$ cat config.mk
export PLATFORM = sky130hd
export DESIGN_NAME = uart_rx
export DESIGN_NICKNAME = d
export VERILOG_FILES = /design/src/rtl/uart_rx.sv
export SDC_FILE = /design/constraint.sdc
export NUM_CORES = 1
export LEC_CHECK = 0
export ABC_AREA = 1
export CAP_MARGIN = 10
export CORE_AREA = 2 2 115 117
export DETAILED_ROUTE_END_ITERATION = 16
export DIE_AREA = 0 0 117 119
export PLACE_DENSITY = 0.49
export SLEW_MARGIN = 5
export SYNTH_ARGS = -nofsm -noshare
export SYNTH_HDL_FRONTEND = slang
export SYNTH_SLANG_ARGS = --single-unit
export TNS_END_PERCENT = 100
$ cat constraint.sdc
create_clock -name clk -period 4.75 [get_ports clk]
set_input_delay 0.7125 -clock clk [delete_from_list [all_inputs] [get_ports clk]]
set_output_delay 0.7125 -clock clk [all_outputs]
set_load 0.03 [all_outputs]
$ cat src/rtl/uart_rx.sv
// rtl/uart_rx.sv - oversampling UART receiver with start-bit validation and a small receive FIFO
// Received bytes are queued for a valid/ready consumer; framing errors and overruns pulse for one cycle.
module uart_rx #(
  parameter int BAUD_2_CLOCK_RATIO = 1250,
  parameter int UART_DATA_BITS     = 8,
  parameter int UART_STOP_BITS     = 2,
  parameter int FIFO_DEPTH         = 4
) (
  input  logic                      clk,
  input  logic                      resetn,
  input  logic                      rx,
  output logic [UART_DATA_BITS-1:0] data,
  output logic                      valid,
  input  logic                      ready,
  output logic                      frame_err,
  output logic                      overrun,
  output logic                      busy
);

  localparam int CW = $clog2(BAUD_2_CLOCK_RATIO);
  localparam int HALF = BAUD_2_CLOCK_RATIO / 2;
  localparam int BW = 4;
  localparam int AW = $clog2(FIFO_DEPTH);
  localparam logic [CW-1:0] HALF_LOAD = CW'(HALF - 1);
  localparam logic [CW-1:0] BIT_LOAD = CW'(BAUD_2_CLOCK_RATIO - 1);
  localparam logic [BW-1:0] LAST_DATA = BW'(UART_DATA_BITS - 1);
  localparam logic [BW-1:0] LAST_STOP = BW'(UART_STOP_BITS - 1);

  typedef enum logic [2:0] {IDLE, START, DATA, STOP, WAIT_IDLE} state_t;

  state_t state_q, state_d;
  logic rx_meta_q, rx_s_q;
  logic [CW-1:0] cnt_q, cnt_d;
  logic [BW-1:0] bit_q, bit_d;
  logic [UART_DATA_BITS-1:0] sr_q, sr_d;
  logic stop_ok_q, stop_ok_d;
  logic [AW:0] wr_ptr_q, wr_ptr_d, rd_ptr_q, rd_ptr_d;
  logic [UART_DATA_BITS-1:0] mem_q [FIFO_DEPTH];
  logic tick, push_req, push_ok, pop, full, empty;

  assign tick = (cnt_q == '0);

  always_comb begin
    state_d   = state_q;
    cnt_d     = cnt_q;
    bit_d     = bit_q;
    sr_d      = sr_q;
    stop_ok_d = stop_ok_q;
    push_req  = 1'b0;
    frame_err = 1'b0;
    case (state_q)
      IDLE: begin
        if (!rx_s_q) begin
          state_d = START;
          cnt_d   = HALF_LOAD;
        end
      end
      START: begin
        if (!tick) begin
          cnt_d = cnt_q - 1'b1;
        end else if (rx_s_q) begin
          state_d = IDLE;
        end else begin
          state_d = DATA;
          cnt_d   = BIT_LOAD;
          bit_d   = '0;
        end
      end
      DATA: begin
        if (!tick) begin
          cnt_d = cnt_q - 1'b1;
        end else begin
          sr_d  = {rx_s_q, sr_q[UART_DATA_BITS-1:1]};
          cnt_d = BIT_LOAD;
          if (bit_q == LAST_DATA) begin
            state_d   = STOP;
            bit_d     = '0;
            stop_ok_d = 1'b1;
          end else begin
            bit_d = bit_q + 1'b1;
          end
        end
      end
      STOP: begin
        if (!tick) begin
          cnt_d = cnt_q - 1'b1;
        end else begin
          cnt_d = BIT_LOAD;
          // Verdict is deferred to the last stop sample so every outcome lands on the same cycle.
          if (bit_q == LAST_STOP) begin
            if (stop_ok_q && rx_s_q) begin
              push_req = 1'b1;
              state_d  = IDLE;
            end else begin
              frame_err = 1'b1;
              state_d   = WAIT_IDLE;
            end
          end else begin
            bit_d     = bit_q + 1'b1;
            stop_ok_d = stop_ok_q & rx_s_q;
          end
        end
      end
      WAIT_IDLE: begin
        if (rx_s_q) state_d = IDLE;
      end
      default: state_d = IDLE;
    endcase
  end

  assign empty   = (wr_ptr_q == rd_ptr_q);
  assign full    = (wr_ptr_q[AW] != rd_ptr_q[AW]) && (wr_ptr_q[AW-1:0] == rd_ptr_q[AW-1:0]);
  assign valid   = !empty;
  assign pop     = valid && ready;
  // A simultaneous pop frees the slot, so a full FIFO still accepts the byte.
  assign push_ok = push_req && (!full || pop);
  assign overrun = push_req && full && !pop;
  assign wr_ptr_d = wr_ptr_q + (AW+1)'(push_ok);
  assign rd_ptr_d = rd_ptr_q + (AW+1)'(pop);
  assign data    = mem_q[rd_ptr_q[AW-1:0]];
  assign busy    = (state_q != IDLE);

  always_ff @(posedge clk) begin
    if (!resetn) begin
      rx_meta_q <= 1'b1;
      rx_s_q    <= 1'b1;
      state_q   <= rx_s_q ? IDLE : WAIT_IDLE;
      cnt_q     <= '0;
      bit_q     <= '0;
      sr_q      <= '0;
      stop_ok_q <= 1'b0;
      wr_ptr_q  <= '0;
      rd_ptr_q  <= '0;
    end else begin
      rx_meta_q <= rx;
      rx_s_q    <= rx_meta_q;
      state_q   <= state_d;
      cnt_q     <= cnt_d;
      bit_q     <= bit_d;
      sr_q      <= sr_d;
      stop_ok_q <= stop_ok_d;
      wr_ptr_q  <= wr_ptr_d;
      rd_ptr_q  <= rd_ptr_d;
    end
  end

  always_ff @(posedge clk) begin
    if (resetn && push_ok) mem_q[wr_ptr_q[AW-1:0]] <= sr_q;
  end

endmodule

==> results of run 1 <==
## through the flow
step / util / cells
global placement: 0.267 / 537
global route: 0.291 / 553
CTS: 0.291 / 553
floorplan: - / 355
finish: 0.291 / 553
detailed placement: 0.267 / 537
## power breakdown
group | total (mW) | switching, mW | internal [mW]
registers | 0.717 | 0.0531 | 0.664
logic | 0.586 | 0.396 | 0.190
clock network | 0.678 | 0.263 | 0.415
total | 1.98 | 0.712 | 1.27
## worst paths after layout
check | startpoint | end | slack [ns] | cells past startpoint
setup / recovery | cnt_q[0] | overrun | 1.51 | 9
hold / removal | rx_meta_q | rx_s_q | 0.41 | 1
setup reg to reg | cnt_q[0] | mem_q[0][6] | 2.25 | 8
hold reg to reg | rx_meta_q | rx_s_q | 0.41 | 1
## flip-flops by register name, summed over array words and instances, names as in the netlist
signal     cells
cnt_q         11
state_q        3
bit_q          4
mem_q         32
stop_ok_q      1
rd_ptr_q       3
rx_meta_q      1
rx_s_q         1
sr_q           8
wr_ptr_q       3
## layer usage
| metal | global-route usage | up-vias | part of all wire |
|---|---|---|---|
| met1 | 0.122 | 1120 | 0.46 |
| met4 | 0.0250 | 0 | 0.0079 |
| li1 | - | 1224 | - |
| met2 | 0.177 | 37 | 0.50 |
| met3 | 0.0372 | 6 | 0.035 |
| met5 | 0 | - | 0 |
## critical path: stages (launching register included)
cell and delay, ns:
dfxtp_1 0.31, inv_1 0.15, ha_1 0.25, nand3_2 0.15, nor2_2 0.20, nand3_1 0.14, nor2_2 0.16, inv_1 0.07
nor2_1 0.09, clkdlybuf4s50_1 0.67
## area by class of cell
cell class / count / area (um2) / area share
Sequential cell: 67 / 1690 / 0.452
Multi-Input combinational cell: 237 / 1210 / 0.324
Clock buffer: 9 / 225 / 0.0602
Tap cell: 176 / 220 / 0.0588
Inverter: 42 / 158 / 0.0421
Timing Repair Buffer: 15 / 150 / 0.0401
Clock inverter: 7 / 83.8 / 0.0224
## synth_stat cells
cell type and instances:
ha_1 7, nand3_4 1, nor2_2 3, nand2_1 61, buf_6 1, nand2_2 3, nand2_4 2, nor2_4 2
or2_1 1, inv_1 37, a21oi_1 23, or2_2 3, edfxtp_1 35, xor2_1 4, dfxtp_1 32, nand3_1 26
buf_2 3, o21ai_0 24, o2111ai_1 1, nand3_2 2, nor3_1 1, and2_1 1, clkbuf_2 1, o21ai_1 3
nor2_1 49, inv_2 5, clkbuf_1 4, nand4_1 9, xnor2_1 3, o22ai_1 8
## cell families after synthesis
group	after synthesis	share of synthesized area
DFF	67	0.544
xor gates and xnor gates	7	0.0197
AOI/OAI and AO/OA	59	0.0994
buffers and inverters	51	0.0656
and+or+nand+nor	164	0.243
adders and majority gates	7	0.0282
==> flow_summary_export.csv, run 1 <==
group,metric,value,unit
clock_tree,cts_root_buf,"clkbuf_16",
setup_path,path_class,"reg2out",
global_route,grt_pass1_vias,2341,
setup_path,required,4.04,ns
clock_tree,cts_tree,"built",
yosys,syn_inst,355,
finish,diodes,0,
sta,holdWs,0.413,ns
sta,tns,0,ns
placement,dp_hpwl,4480,um
setup_path,cp-end-kind,"output port",
finish,fillerInstances,1380,
placement,io_buffer_count,15,
global_route,antenna_found_initial,0,
global_route,grt_use_total,0.103,
sta,min_period,3.24,ns
sta,slew-limit-headroom,0.471,
run_status,outcome,"finished, final reports clean",
power,p_total,1.98,mW
sta,tightest_slew,0.790,ns
sta,setup_viol,0,
job,maxCapViolCount,0,
routing,ant_nets,0,
sta,fin_crit_sh,0.682,
sta,skew,0.0105,ns
sta,slew_viol_final,0,
clock_tree,cts.sinks,67,
yosys,synth_top_area_share,0.338,
floorplanning,start_util,0.241,
setup_path,arrival,2.53,ns
clock_tree,postCtsHoldBufs,0,
routing,drc_errors,0,
routing,wl_per_cell,11.7,um
clock_tree,clock_latency,0.33,ns
global_route,grt_max_degree,25,
clock_tree,h-tree-depth,3,
finish,layout_common_cells,"nand2_1 (61), nor2_1 (49), inv_1 (37)",
finish,final_common_cell,"nand2_1",
finish,final_area,3740,um2
yosys,yosysTopAreaCell,"edfxtp_1",
power,leakage,1.47,nW
floorplanning,num_io_pins,16,
yosys,synth_area,3110,um2
routing,first_pass_iters,4,
sta,fin_ws,1.51,ns
placement,dpl-instance-area,3430,um2
clock_tree,cts_setup_buffers,0,
clock_tree,cts_max_path_buffers,2,
global_route,grt-ovfl-total,0,
yosys,synth_nets,366,
floorplanning,rows,42,
global_route,grt_pass1_wl,11200,um
floorplanning,core_region_area,12900,um2
clock_tree,cts_buffers,9,
finish,area_growth,20.4,%
routing,wl,6450,um
routing,vias,2387,
finish,nNetsFinal,383,
finish,drive_gt1_frac,0.0981,
placement,gp_congestion,0.857,
yosys,yosys-top-cells-area,"edfxtp_1 (34%), dfxtp_1 (21%), nand2_1 (7.4%)",
power,powerDensity,529,nW/um2
routing,viasPerCell,4.32,
setup_path,cp_max_fo,6,
clock_tree,clk_pin_slew,0.06,ns
yosys,synth-seq-cells,67,
yosys,seq_area_frac_synth,0.544,
sta,max_freq,309,MHz
yosys,yosys_warnings,0,
placement,post-place-ws,1.84,ns
sta,rsz0062_at_grt,"false",
floorplanning,die_h,119,um
worst_hold_path,hold_path_class,"reg2reg",
floorplanning,die_w,117,um
floorplanning,die_area,13900,um2
setup_path,worstSetupStartpointType,"flip-flop",
power,ir_drop,0.195,mV
yosys,avgSynthCellArea,8.76,um2
yosys,ys_types,30,
sta,timing_hold_violations_final,0,
clock_tree,post_cts_resized,0,
routing,drt_iter0_markers,157,
(Power assumes the default switching activity.)
==> run 2: changes to the inputs <==
--- a/config.mk
+++ b/config.mk
@@ -10,7 +10,7 @@
 export CORE_AREA = 2 2 115 117
 export DETAILED_ROUTE_END_ITERATION = 16
 export DIE_AREA = 0 0 117 119
-export PLACE_DENSITY = 0.49
+export PLACE_DENSITY = 0.51
 export SLEW_MARGIN = 5
 export SYNTH_ARGS = -nofsm -noshare
 export SYNTH_HDL_FRONTEND = slang
==> constraint.sdc (replaced) <==
create_clock -name clk -period 2.9 [get_ports clk]
set_input_delay 0.435 -clock clk [delete_from_list [all_inputs] [get_ports clk]]
set_output_delay 0.435 -clock clk [all_outputs]
set_load 0.03 [all_outputs]
==> run 2 against run 1 <==
  * Cell count is 1.8% higher
  * Non-clock buffer count is 10 higher
  * Clock skew hardly changed
  * Sequential power is 63% higher
  * Setup slack worse by 1.3 ns
  * Total power is 65% higher
  * Design area is 2.1% higher
  * Largest cell class unchanged
  * Critical path type unchanged
  * Combinational power is 64% higher
  * Critical path depth is 2 lower
  * Via count is 1.3% higher
  * Die area stayed put
  * Hold slack worse by 0.0020 ns
  * Highest routed layer unchanged
==> flow_summary_export.csv, run 2 (synthesized netlist as in run 1, its figures left out) <==
group,metric,value,unit
routing,wl,6550,um
finish,nNetsFinal,393,
sta,fin_crit_sh,0.927,
routing,first_pass_iters,5,
clock_tree,cts.sinks,67,
finish,layout_common_cells,"nand2_1 (61), nor2_1 (49), inv_1 (37)",
setup_path,slowest_delay,0.68,ns
finish,final_area,3820,um2
setup_path,slowest_stage,"clkdlybuf4s50_1",
sta,rsz0062_at_grt,"false",
placement,dpl-instance-area,3510,um2
setup_path,path_class,"reg2out",
power,powerDensity,854,nW/um2
finish,diodes,0,
sta,tns,0,ns
sta,max_freq,372,MHz
floorplanning,start_util,0.241,
placement,io_buffer_count,15,
placement,dp_hpwl,4550,um
clock_tree,clock_latency,0.33,ns
finish,final_common_cell,"nand2_1",
clock_tree,h-tree-depth,3,
setup_path,r2r_start,"cnt_q[0]",
finish,multi_input_area,1210,um2
sta,setup_viol,0,
sta,skew,0.0106,ns
placement,gp_congestion,0.901,
global_route,grt_use_total,0.0997,
finish,area_growth,22.9,%
setup_path,worstSetupStartpointType,"flip-flop",
routing,drt_iter0_markers,181,
sta,slew_viol_final,0,
finish,drive_gt1_frac,0.121,
sta,min_period,2.69,ns
power,ir_drop,0.451,mV
clock_tree,cts_max_path_buffers,2,
routing,vias,2417,
sta,timing_hold_violations_final,0,
power,p_total,3.26,mW
setup_path,required,2.47,ns
run_status,outcome,"finished, final reports clean",
job,maxCapViolCount,0,
clock_tree,cts_buffers,9,
sta,slew-limit-headroom,0.687,
finish,regArea,1690,um2
floorplanning,rows,42,
clock_tree,cts_root_buf,"clkbuf_16",
finish,utilization,0.297,
global_route,grt_pass1_wl,10800,um
sta,tightest_slew,0.465,ns
clock_tree,cts_tree,"built",
setup_path,cp_max_fo,6,
routing,drc_errors,0,
routing,wl_per_cell,11.6,um
global_route,antenna_found_initial,0,
clock_tree,postCtsHoldBufs,0,
routing,ant_nets,0,
finish,fillerInstances,1349,
floorplanning,die_h,119,um
finish,largest_reg_flops,32,
global_route,grt_pass1_vias,2245,
setup_path,cp_top_family,"buffers and inverters",
setup_path,cp_cell_sequence,"inv_1 > ha_1 > nand3_2 > nor2_2 > nand3_1 > nor2_1 > clkdlybuf4s50_1",
setup_path,rrSetupSlack,0.84,ns
worst_hold_path,hold_path_class,"reg2reg",
global_route,grt_max_degree,17,
routing,viasPerCell,4.29,
clock_tree,cts_setup_buffers,0,
floorplanning,die_area,13900,um2
floorplanning,core_region_area,12900,um2
clock_tree,clk_pin_slew,0.05,ns
power,leakage,1.54,nW
global_route,grt-ovfl-total,0,
worst_hold_path,min_from,"rx_meta_q",
floorplanning,num_io_pins,16,
floorplanning,die_w,117,um
setup_path,setup.worst_path.start,"cnt_q[0]",
setup_path,cp-end-kind,"output port",
setup_path,crit_buf_inv,2,
setup_path,arrival,2.25,ns
run 2: changes by cell type in the layout (fill, tap and decap cells not counted), sizes merged:
cell,delta
buf,+10
clkdlybuf4s50,-1
clkinv,-1
dlymetal6s2s,+1
inv,+1
run 2: metal layers:
layer / up-vias / share of wire / track usage
li1: 1241 / - / -
met1: 1146 / 0.48 / 0.125
met2: 25 / 0.47 / 0.158
met3: 5 / 0.035 / 0.0366
met4: 0 / 0.011 / 0.0324
met5: - / 0 / 0
run 2: path summary, 6_finish.rpt:
kind	endpoint	depth (start not counted)
max reg2reg	state_q[1]	8
max	frame_err	7
min reg2reg	rx_s_q	1
min	rx_s_q	1
run 2: final cells by class:
class | count | area share
Inverter | 42 | 0.0413
Timing Repair Buffer | 25 | 0.0596
Clock inverter | 7 | 0.0219
Clock buffer | 9 | 0.0590
Tap cell | 176 | 0.0576
Sequential cell | 67 | 0.443
Multi-Input combinational cell | 237 | 0.318
run 2: worst reg2reg max path, cell delays in order (launching register included):
cell and delay [ns]:
dfxtp_1 0.31, inv_1 0.13, ha_1 0.25, nand2_1 0.07, nor2_1 0.17, nand3_4 0.18, nand2_1 0.15, inv_1 0.05
o21ai_0 0.40
run 2: where the power goes:
part / internal, mW / switching (mW)
sequential: 1.09 / 0.0877
combinational: 0.320 / 0.640
clock: 0.682 / 0.444
total: 2.09 / 1.17
run 2: per-stage QoR:
step	cells	hold WS [ns]	setup slack [ns]
2_1_floorplan	355	0.393	0.887
3_3_place_gp	547	0.395	0.399
3_5_place_dp	547	0.401	0.360
4_1_cts	563	0.414	0.000827
5_1_grt	563	0.434	0.0208
6_report	563	0.411	0.212
run 2: timing repair:
action                                  in CTS  in global routing
endpoints found under the setup margin       0                  1
endpoints found under the hold margin        0                  0
gates resized for setup                      0                  1
